--- src/rtl/peripheral_keypad_4x4_if.sv ---
// Peripheral bus bundle for the 4x4 keypad reader.
// WD/WE written by the CPU, RD/key_valid returned by the keypad.
interface peripheral_keypad_4x4_if;
  logic [1:0]  WD;
  logic        WE;
  logic [31:0] RD;
  logic        key_valid;

  modport master (
    output WD, WE,
    input  RD, key_valid
  );

  modport slave (
    input  WD, WE,
    output RD, key_valid
  );
endinterface

--- src/rtl/peripheral_keypad_4x4.sv ---
// 4x4 matrix keypad scanner with frame debounce and a latched key code.
// Status is read over the WD/WE/RD peripheral bus; key_valid is the IRQ.
module peripheral_keypad_4x4 #(
  parameter int SCAN_DIV       = 50000,
  parameter int DEBOUNCE_SCANS = 4
) (
  input  logic       clk,
  input  logic       rst_n,
  input  logic [3:0] rows,
  output logic [3:0] cols,
  peripheral_keypad_4x4_if.slave bus
);

  localparam int DW = (SCAN_DIV > 2) ? $clog2(SCAN_DIV) : 1;
  localparam int SW = (DEBOUNCE_SCANS > 1) ? $clog2(DEBOUNCE_SCANS + 1) : 1;
  localparam logic [DW-1:0] DIV_LAST = DW'(SCAN_DIV - 1);
  localparam logic [SW-1:0] STB_MAX  = SW'(DEBOUNCE_SCANS);
  localparam logic [SW-1:0] STB_PRE  = SW'(DEBOUNCE_SCANS - 1);

  typedef enum logic {
    IDLE,
    HELD
  } state_t;

  logic [3:0]    rows_s1;
  logic [3:0]    rows_s2;
  logic [DW-1:0] div;
  logic [1:0]    col;
  logic [15:0]   frame;
  logic          frame_done;
  logic [15:0]   prev;
  logic [SW-1:0] stable;
  logic [15:0]   map;
  logic [3:0]    code;
  logic          valid;
  logic          overrun;
  state_t        state;

  logic [3:0]    p;
  logic          last;
  logic          same;
  logic          upd;
  logic          one_hot;
  logic          ev;
  logic          clr_v;
  logic          clr_o;
  logic          any_k;
  logic          multi;
  logic [SW-1:0] stb_nxt;

  function automatic logic [3:0] enc(input logic [15:0] f);
    logic [3:0] r;
    r = 4'd0;
    for (int i = 0; i < 16; i++)
      if (f[i]) r = 4'(i);
    return r;
  endfunction

  assign p       = ~rows_s2;
  assign last    = (div == DIV_LAST);
  assign same    = (frame == prev);
  assign stb_nxt = (stable == STB_MAX) ? stable : stable + SW'(1);
  assign upd     = frame_done && same && (stable == STB_PRE);
  assign one_hot = (frame != 16'd0) &&
                   ((frame & (frame - 16'd1)) == 16'd0);
  assign ev      = upd && (state == IDLE) && one_hot;
  assign clr_v   = bus.WE & bus.WD[0];
  assign clr_o   = bus.WE & bus.WD[1];
  assign any_k   = (map != 16'd0);
  assign multi   = any_k && ((map & (map - 16'd1)) != 16'd0);

  assign bus.RD        = {map, 8'h00, any_k, multi, overrun, valid, code};
  assign bus.key_valid = valid;

  always_ff @(posedge clk) begin
    if (!rst_n) begin
      rows_s1    <= 4'hF;
      rows_s2    <= 4'hF;
      div        <= '0;
      col        <= 2'd0;
      cols       <= 4'b1110;
      frame      <= 16'd0;
      frame_done <= 1'b0;
      prev       <= 16'd0;
      stable     <= '0;
      map        <= 16'd0;
      code       <= 4'd0;
      valid      <= 1'b0;
      overrun    <= 1'b0;
      state      <= IDLE;
    end else begin
      rows_s1    <= rows;
      rows_s2    <= rows_s1;
      div        <= last ? '0 : div + DW'(1);
      frame_done <= last && (col == 2'd3);
      if (last) begin
        frame[{col, 2'b00} +: 4] <= p;
        col  <= col + 2'd1;
        cols <= ~(4'b0001 << (col + 2'd1));
      end
      // Frame is final one cycle after the col-3 sample; never overlaps a sample.
      if (frame_done) begin
        frame  <= 16'd0;
        prev   <= frame;
        stable <= same ? stb_nxt : '0;
        if (upd) begin
          map <= frame;
          unique case (state)
            IDLE: if (frame != 16'd0) state <= HELD;
            HELD: if (frame == 16'd0) state <= IDLE;
          endcase
        end
      end
      if (clr_v) valid   <= 1'b0;
      if (clr_o) overrun <= 1'b0;
      if (ev) begin
        valid <= 1'b1;
        code  <= enc(frame);
        if (valid && !clr_v) overrun <= 1'b1;
      end
    end
  end

endmodule

--- src/flat_wrapper.sv ---
// flat-port wrapper written by rule: the top's interface ports become plain ports
module peripheral_keypad_4x4_flat 
#(
  parameter int SCAN_DIV       = 50000,
  parameter int DEBOUNCE_SCANS = 4
)
  (clk, rst_n, rows, cols, bus_WD, bus_WE, bus_RD, bus_key_valid);
  peripheral_keypad_4x4_if bus_i ();
  input  logic clk;
  input  logic rst_n;
  input  logic [3:0] rows;
  output logic [3:0] cols;
  input wire logic [$bits(bus_i.WD)-1:0] bus_WD;
  input wire logic [$bits(bus_i.WE)-1:0] bus_WE;
  output wire logic [$bits(bus_i.RD)-1:0] bus_RD;
  output wire logic [$bits(bus_i.key_valid)-1:0] bus_key_valid;
  assign bus_i.WD = bus_WD;
  assign bus_i.WE = bus_WE;
  assign bus_RD = bus_i.RD;
  assign bus_key_valid = bus_i.key_valid;
  peripheral_keypad_4x4 #(.SCAN_DIV(SCAN_DIV), .DEBOUNCE_SCANS(DEBOUNCE_SCANS)) u_core (.clk(clk), .rst_n(rst_n), .rows(rows), .cols(cols), .bus(bus_i));
endmodule
--- config.mk ---
export PLATFORM = sky130hd
export DESIGN_NAME = peripheral_keypad_4x4_flat
export DESIGN_NICKNAME = d
export VERILOG_FILES = /design/src/rtl/peripheral_keypad_4x4_if.sv /design/src/rtl/peripheral_keypad_4x4.sv /design/src/flat_wrapper.sv
export SDC_FILE = /design/constraint.sdc
export NUM_CORES = 1
export LEC_CHECK = 0
export ABC_AREA = 1
export BUFFER_PORTS_ARGS = -buffer_cell sky130_fd_sc_hd__buf_2
export CAP_MARGIN = 10
export CORE_UTILIZATION = 50
export DETAILED_ROUTE_END_ITERATION = 16
export PLACE_DENSITY = 0.74
export SKIP_LAST_GASP = 1
export SYNTH_ARGS = -nofsm -noshare
export SYNTH_HDL_FRONTEND = slang
export SYNTH_SLANG_ARGS = --single-unit
--- constraint.sdc ---
create_clock -name clk -period 4.1 [get_ports clk]
set_clock_uncertainty 0.1 [all_clocks]
set_input_delay 0.205 -clock clk [delete_from_list [all_inputs] [get_ports clk]]
set_output_delay 0.205 -clock clk [all_outputs]
set_load 0.01 [all_outputs]
Word level (Yosys, flattened, before mapping)
Cells that the tools add are included.
{"block": "totals", "output_inout_bits": 37, "ff_bits": 89}
{"block": "classes", "shifts": 3, "reduce_logical": 19, "muxes": 26, "bitwise_logic": 8, "n_eq_ne": 6, "addsub": 6}
{"op": "$reduce_bool A16 Y1", "count": 3}
{"op": "$and A16 B16 Y16", "count": 2}
{"op": "$logic_not A16 Y1", "count": 2}
{"op": "$mux W4", "count": 8}
{"op": "$sub A16 B1 Y16 const B", "count": 2}
{"op": "$mux W3", "count": 6}
{"op": "$add A16 B1 Y16 const B", "count": 1}
{"op": "$bwmux W16", "count": 1}
{"op": "$eq A16 B16 Y1", "count": 1}
{"op": "$eq A16 B16 Y1 const B", "count": 1}
{"op": "$shift A4 B6 Y16 const A", "count": 1}
{"op": "$shiftx A4 B6 Y16", "count": 1}
{"op": "$logic_and A1 B1 Y1", "count": 8}
{"op": "$mux W1", "count": 8}
{"op": "$not A4 Y4", "count": 2}
{"op": "$neg A4 Y6", "count": 1}
{"op": "$mux W2", "count": 2}
{"op": "$reduce_and A2 Y1", "count": 2}
{"op": "$reduce_or A2 Y1", "count": 2}
{"op": "$shl A1 B2 Y4 const A", "count": 1}
{"op": "$add A3 B1 Y3 const B", "count": 1}
{"op": "$eq A3 B2 Y1 const B", "count": 1}
{"op": "$eq A3 B3 Y1 const B", "count": 1}
{"op": "$add A2 B1 Y2 const B", "count": 1}
{"op": "7 further kinds", "count": 9}

Longest topological paths before layout
Gate-level depths: netlist (run 1).
{"block": "logic_depth", "depth_word": 15, "depth_mapped": 15, "mapped_depth_nobuf": 15}

Worst setup path after synthesis (run 1)
Ideal clock, no wire load.
{"block": "synth_path", "path_kind": "reg-to-reg", "startpoint": "register u_core.col[0]", "endpoint": "register u_core.frame[0]", "path_stages_with_launch": 7, "path_slack_ns": 2.247, "arrival_ns": 1.668, "synth_period_minus_slack_ns": 1.853, "n_path_buf": 1, "required_time_ns": 3.914, "path_cell_list": "dfxtp_1 > clkbuf_1 > inv_1 > ha_1 > nor3_1 > a21oi_1 > a211oi_1"}
{"block": "synth_via", "elab_chain_len": 3, "word_cells_on_any_way": 4, "cone_classes": "add/sub: 1; shift: 2; mux: 1"}
{"element": "start: declaration", "line": "peripheral_keypad_4x4.sv:28", "rtl": "logic [1:0] col;"}
{"element": "start signal: assignment", "line": "peripheral_keypad_4x4.sv:98", "rtl": "col <= col + 2'd1;"}
{"element": "$neg A4 Y6 *", "line": "peripheral_keypad_4x4.sv:97", "rtl": "frame[{col, 2'b00} +: 4] <= p;"}
{"element": "$shiftx A4 B6 Y16 / $shift A4 B6 Y16 (equally long branches)", "line": "peripheral_keypad_4x4.sv:97"}
{"element": "$bwmux W16 *", "line": "peripheral_keypad_4x4.sv:97"}
{"element": "end signal: indexed assignment", "line": "peripheral_keypad_4x4.sv:97"}
{"element": "end: declaration", "line": "peripheral_keypad_4x4.sv:29", "rtl": "logic [15:0] frame;"}
Mark *: on every way between the ends. The rest lies on a longest branch, timed or not.
A chain may end at the register's enable or synchronous reset.

Worst setup path in the final report (run 1)
{"block": "layout_path", "startpoint": "register u_core.frame_done", "endpoint": "register u_core.map[8]"}
{"block": "layout_via", "elab_chain_len": 3}
{"element": "start: declaration", "line": "peripheral_keypad_4x4.sv:30", "rtl": "logic frame_done;"}
{"element": "start signal: assignment", "line": "peripheral_keypad_4x4.sv:95", "rtl": "frame_done <= last && (col == 2'd3);"}
{"element": "$logic_and A1 B1 Y1 (2 in series)", "line": "peripheral_keypad_4x4.sv:63", "rtl": "assign upd = frame_done && same && (stable == STB_PRE);"}
{"element": "$reduce_and A2 Y1 (no source line) *"}
{"element": "end signal: assignment", "line": "peripheral_keypad_4x4.sv:107", "rtl": "map <= frame;"}
{"element": "end: declaration", "line": "peripheral_keypad_4x4.sv:33", "rtl": "logic [15:0] map;"}
Marked as above.

==> metrics.csv, run 1 <==
metric,value,unit
"Clk Latency, worst-skew pair",0.36,ns
row cnt,33,
GRT Residual Overflow,0,
sequential share of power,54.9,%
YS warnings,0,
asr flop ratio synth,0,%
RSZ-0062 raised after global routing,false,
Layout Nets,647,
Cell variety after synth,44,
Max IR drop VDD,0.000228,V
gr usage total,21.5,%
Bufs on Longest Clock Path,2,
first-pass GRT wire length,15.2,mm
via count of the first global-routing pass,3477,
static leakage,2.22,nW
R2R cell count,4,
final hold slack,0.00211,ns
Synth Instances,600,
core area,8340,µm²
crit start category,flop,
H-Tree Depth,3,
clock sink total,89,
die area,9080,µm²
fin cells,739,
TritonCTS clock tree,done,
worst reg-to-reg setup slack,1.87,ns
# port buffers,37,
"critical path, cell by cell",nand4_4 -> inv_2 -> o21ai_1 -> a21oi_1,
Crit path arrival time,2.41,ns
CTS Root Cell,clkbuf_8,
Clk pwr share,42.9,%
largest net degree at the start of global routing,45,
dpl hpwl,6.54,mm
Net Switching,329,µW
Vias/cell,5.16,
worst setup path start,u_core.frame_done,
max-slew violations,0,
gp weighted congestion,0.848,
mapped cell area,4350,µm²
RR Startpoint,u_core.frame_done,
TritonRoute pass-1 iters,4,
final count of hold timing violations,0,
# setup viols final,0,
Cell Pwr Density,332,nW/µm²
final WL,9.03,mm
Gate power share,2.2,%
IO Count,46,
crit path max fanout,36,
Seq. cell area,1780,µm²
Chip Width,95.3,µm
"EDFF count, synth",0,
Internal,1.26,mW
initial antenna violation count,0,
Layout Area Growth over Synthesis,9.97,%
share of cells above drive strength 1,16.6,%
"Top FF cell, synth",dfxtp_1,
worst flop-to-flop path endpoint,u_core.map[8],
max-cap viol count,0,
Multi-input gate area,2120,µm²
DR iter-0 viols,174,
Slew @ Worst Pin,1.08,ns
FMAX,449,MHz
crit share post-route,54.3,%
DRC errors left,0,
Crit Path Class,reg -> reg,
DR WL/cell,12.2,µm
total number of vias,3816,
max incr delay on CP,1.04,ns
"slowest stage cell, crit path",dfxtp_1,
placed cells,719,
Hold Crit Class,in -> reg,
Crit path required time,4.29,ns
CP Capture Point,u_core.map[8],
ANT cells,0,
sw frac,20.7,%
Crit. End Element,flop,
die height,95.3,µm
total CTS buffers,9,
FILL cells,771,
Starting Density,52.2,%
post-route ant nets,0,
"FF+latch count, synth",89,
status,finished clean,
synthesized area per cell,7.25,µm²
register area share after synthesis,40.9,%
fin crit period,2.23,ns
setup TNS,0,ns
clk slew on worst S/H paths,0.09,ns
post-CTS sizing,0,
Slew headroom,28.2,%
kinds of logic (layout without fill, tap and decap cells):
group / count (synthesis) / after routing / share of synthesized area, %
AOI/OAI and AO/OA: 140 / 140 / 17.7
xor gates and xnor gates: 9 / 9 / 1.81
adders and majority gates: 10 / 10 / 2.82
buffers and inverters: 109 / 136 / 10.9
DFF: 89 / 89 / 40.9
other: 1 / 8 / 0.0861
and+or+nand+nor: 242 / 242 / 25.7
power groups by stage:
| stage | logic (mW) | clock network [mW] | registers [mW] |
|---|---|---|---|
| 2_1_floorplan | 0.0316 | 0 | 0.892 |
| 3_3_place_gp | 0.0313 | 0 | 0.893 |
| 3_5_place_dp | 0.0325 | 0 | 0.893 |
| 4_1_cts | 0.0353 | 0.692 | 0.873 |
| 5_1_grt | 0.0402 | 0.738 | 0.874 |
| 6_report | 0.0353 | 0.681 | 0.872 |
worst max-delay path, delay by kind of cell (launching register included):
family	cells	cell delay, ns
AO/OA/AOI/OAI	2	0.25
buffers and inverters	1	0.37
flip-flops	1	1.04
AND/OR/NAND/NOR	1	0.39
placed cells by master, fill, tap and decap left out, drive strengths merged, types with 2 or more instances in the layout:
| cell type | netlist | final |
|---|---|---|
| a211oi | 15 | 15 |
| or2 | 11 | 11 |
| nor3b | 4 | 4 |
| a31oi | 10 | 10 |
| nand3 | 19 | 19 |
| xor2 | 8 | 8 |
| nand2 | 116 | 116 |
| dlygate4sd3 | 0 | 4 |
| buf | 20 | 37 |
| a21oi | 61 | 61 |
| conb | 1 | 8 |
| clkinv | 2 | 3 |
| nand4 | 8 | 8 |
| o31ai | 2 | 2 |
| o21ai | 48 | 48 |
| clkbuf | 10 | 12 |
| bufinv | 0 | 2 |
| dfxtp | 89 | 89 |
| ha | 9 | 9 |
| nor3 | 12 | 12 |
| inv | 77 | 78 |
| nor2 | 70 | 70 |
Yosys cell counts (2+ instances only):
cell type	n	share of area, %
o31ai_1	2	0.34
ha_1	9	2.6
a31oi_1	10	1.4
nor2_2	8	1.1
buf_4	14	2.4
o21ai_0	32	3.7
or2_2	10	1.4
clkbuf_1	10	0.86
a21oi_1	60	6.9
nor3_1	9	1.0
nor2_4	4	1.0
nand2_2	4	0.57
nand4_1	7	1.0
nand2_1	111	9.6
dfxtp_1	89	41
nor2_1	58	5.0
nor3_2	3	0.69
buf_2	4	0.46
a211oi_1	15	2.6
nand3_1	18	2.1
inv_1	59	5.1
xor2_1	8	1.6
o21ai_1	15	1.7
nor3b_1	4	0.69
inv_2	18	1.6
sequential cells by signal (all words and copies together) (netlist names), 2 cells and up:
signal	count
u_core.frame	16
u_core.prev	16
u_core.stable	3
u_core.cols	4
u_core.div	16
u_core.map	16
u_core.code	4
u_core.rows_s2	4
u_core.rows_s1	4
u_core.col	2
cell type report:
type,count,area share (%)
inverters,79,6.22
well taps,105,2.74
flip-flops and latches,89,37.2
clock buffers,12,3.24
repair buffers,41,4.70
multi-input cells,409,44.3
clock inverters,4,1.54
layer usage:
layer | part of all wire [%] | global-route usage, % | vias to the layer above | routed length, µm
li1 | - | - | 1995 | -
met1 | 47 | 27.4 | 1716 | 4270
met2 | 47 | 36.2 | 90 | 4210
met3 | 4.6 | 4.07 | 15 | 419
met4 | 1.4 | 7.45 | 0 | 122
met5 | 0 | 0 | - | 0
per-stage QoR:
| step | cell area (µm²) | power (mW) | utilization [%] | setup WS [ns] |
|---|---|---|---|---|
| finish | 4790 | 1.59 | 57.4 | 1.87 |
| global placement | 4520 | 0.924 | 54.2 | 2.00 |
| global route | 4790 | 1.65 | 57.4 | 1.60 |
| detailed placement | 4520 | 0.925 | 54.2 | 1.89 |
| CTS | 4790 | 1.60 | 57.4 | 1.88 |
| floorplan | 4380 | 0.924 | - | 2.25 |
repair_timing:
action | in CTS | in global routing
setup buffers | 0 | 0
hold buffers | 4 | 0
hold endpoints to repair | 4 | 0
worst min-delay path by stage:
stage | startpoint | end | slack [ns] | depth (start not counted)
after floorplan | rows[0] | u_core.rows_s1[0] | 0.21 | 1
after global placement | rows[0] | u_core.rows_s1[0] | 0.29 | 2
after detailed placement | rows[1] | u_core.rows_s1[1] | 0.29 | 2
after CTS | bus_WD[1] | u_core.overrun | 0.004 | 4
after global routing | bus_WD[1] | u_core.overrun | 0.003 | 4
final | bus_WD[1] | u_core.overrun | 0.002 | 4
No activity file was read; power rests on OpenSTA's default activity.
==> inputs of run 2 (changes only) <==
- PLACE_DENSITY: 0.74 -> 0.76
- clock period: 4.1 -> 1.81 ns (I/O delays scaled with it)
==> run 2 against run 1 <==
Effect of this change: the run now ends with negative setup slack left; final area rose by 15%; critical endpoint is now bus_RD[6]; clock power rose by 110%; cell count rose by 6.4%; non-clock buffer count rose by 46; hold slack improved by 0.024 ns; sequential power rose by 130%; critical path depth rose by 5; via count rose by 8.5%; wire length rose by 17%; global-route usage rose by 1.4 points; core utilization rose by 8.6 points.
==> metrics.csv, run 2 (synthesis gave the netlist of run 1 again) <==
metric,value,unit,change
status,"complete, but fails checks",,was finished clean
failing checks,negative setup slack,,
clk slew on worst S/H paths,0.08,ns,was 0.09 ns
DRC errors left,0,,unchanged
worst reg-to-reg setup slack,-0.12,ns,was 1.87 ns
metal3 WL,409,µm,was 419 µm
crit path max fanout,5,,was 36
fin crit period,2.02,ns,
# port buffers,37,,unchanged
largest net degree at the start of global routing,33,,was 45
hold path start,rst_n,,was bus_WD[1]
Crit Path Class,reg -> out,,was reg -> reg
max-slew violations,0,,unchanged
dpl hpwl,7.12,mm,was 6.54 mm
# setup viols final,19,,was 0
core area,8340,µm²,unchanged
Min-Delay Endpoint,u_core.prev[1],,was u_core.overrun
CTS Root Cell,clkbuf_8,,unchanged
clock sink total,89,,unchanged
TritonRoute pass-1 iters,5,,was 4
ANT cells,0,,unchanged
gr usage total,22.9,%,was 21.5%
GRT Residual Overflow,0,,unchanged
Layout Area Growth over Synthesis,26.4,%,was 9.97%
FILL cells,691,,was 771
Slew headroom,58.2,%,was 28.2%
DRT met1 WL,4.50,mm,was 4.27 mm
Hold Crit Class,in -> reg,,unchanged
Crit path required time,1.62,ns,was 4.29 ns
Vias/cell,5.27,,was 5.16
initial antenna violation count,0,,unchanged
Cell Pwr Density,638,nW/µm²,was 332 nW/µm²
Max IR drop VDD,0.000461,V,was 0.000228 V
Detail Route met2 WL,5.33,mm,was 4.21 mm
"commonest non-fill, non-tap cell in the layout",nand2_1,,unchanged
worst flop-to-flop path endpoint,u_core.frame[8],,was u_core.map[8]
Layout Nets,694,,was 647
Chip Width,95.3,µm,unchanged
first-pass GRT wire length,15.9,mm,was 15.2 mm
TritonCTS clock tree,done,,unchanged
minimum setup slack in the final design,-0.205,ns,was 1.87 ns
max-cap viol count,0,,unchanged
total number of vias,4140,,"was 3,816"
RR Startpoint,u_core.div[1],,was u_core.frame_done
Final Total Pwr,3.51,mW,was 1.59 mW
total CTS buffers,9,,unchanged
via count of the first global-routing pass,3616,,"was 3,477"
Crit. End Element,output pin,,was flop
final count of hold timing violations,0,,unchanged
R2R cell count,10,,was 4
row cnt,33,,unchanged
crit share post-route,111,%,
most frequent cells in the layout,"nand2_1, dfxtp_1, inv_1",,"was nand2_1, dfxtp_1, a21oi_1"
Starting Density,52.2,%,unchanged
die area,9080,µm²,unchanged
DR iter-0 viols,160,,was 174
Crit path arrival time,1.82,ns,was 2.41 ns
Slew @ Worst Pin,0.626,ns,was 1.08 ns
Seq. cell area,1820,µm²,was 1780 µm²
DR WL/cell,13.4,µm,was 12.2 µm
die height,95.3,µm,unchanged
final hold slack,0.0258,ns,was 0.00211 ns
Multi-input gate area,2420,µm²,was 2120 µm²
crit start category,flop,,unchanged
final WL,10.5,mm,was 9.03 mm
Top Layer Used,met4,,unchanged
Hold Crit Depth,3,,was 4
RSZ-0062 raised after global routing,true,,was false
IO Count,46,,unchanged
"Clk Latency, worst-skew pair",0.37,ns,was 0.36 ns
post-route ant nets,0,,unchanged
static leakage,2.57,nW,was 2.22 nW
H-Tree Depth,3,,unchanged
Bufs on Longest Clock Path,2,,unchanged
gp weighted congestion,0.899,,was 0.848
FMAX,496,MHz,
share of cells above drive strength 1,33.8,%,was 16.6%
==> run 2: changes by cell type in the layout (fill, tap and decap cells not counted), sizes merged <==
cell         before  now
buf              37   79
dlygate4sd3       4    8
clkinv            3    4
clkinvlp          0    1
bufinv            2    1
==> run 2: timing repair <==
item / CTS / global route
buffers inserted: 6 / 7
gates resized for setup: 26 / 93
hold endpoints to repair: 6 / 0
cloned: 0 / 2
hold buffers: 8 / 0
pin swaps: 6 / 16
endpoints found under the setup margin: 21 / 53
==> run 2: per-stage QoR <==
step                utilization (%)  TNS (ns)  instance area [µm²]  instances  setup WS (ns)
finish                         66.0    -0.812                 5500        786         -0.205
global route                   66.0     -3.26                 5500        786         -0.404
CTS                            61.8    -0.308                 5150        778         -0.233
detailed placement             57.0    -0.303                 4750        748        -0.0435
global placement               57.0   -0.0119                 4750        748        -0.0119
floorplan                         -    -0.120                 4380        607        -0.0415
==> run 2: worst max-delay path, cell delays in order, from the launching register on <==
cell and delay, ns:
dfxtp_1 0.36, nor2_1 0.21, nand2_1 0.10, nor2_2 0.15, nand2_1 0.08, o31ai_2 0.18, nand2_1 0.08, nor2_1 0.10
nand3_1 0.07, buf_2 0.14
==> run 2: worst max-delay path by stage <==
stage	from	end	slack, ns
6_report	u_core.map[7]	bus_RD[6]	-0.21
5_1_grt	u_core.map[7]	bus_RD[6]	-0.40
4_1_cts	u_core.map[3]	bus_RD[6]	-0.23
3_5_place_dp	u_core.div[0]	u_core.frame[8]	-0.04
3_3_place_gp	u_core.div[0]	u_core.frame[4]	-0.01
2_1_floorplan	u_core.col[0]	u_core.frame[8]	-0.04
==> run 2: layout make-up <==
type | instances | share of cell area, %
inverters | 79 | 5.55
clock buffers | 12 | 2.82
well taps | 105 | 2.39
repair inverters | 1 | 0.114
clock inverters | 4 | 0.932
repair buffers | 87 | 11.2
flip-flops and latches | 89 | 33.0
multi-input cells | 409 | 44.1
==> run 2: metal layers <==
layer,track usage [%],vias to the layer above
li1,-,2091
met1,28.1,1919
met5,0,-
met2,38.4,106
met3,3.27,24
met4,12.9,0
==> run 2: power by group <==
part / internal, mW / switching, mW
combinational: 0.0468 / 0.0622
clock: 0.714 / 0.712
sequential: 1.96 / 0.00963
total: 2.73 / 0.784
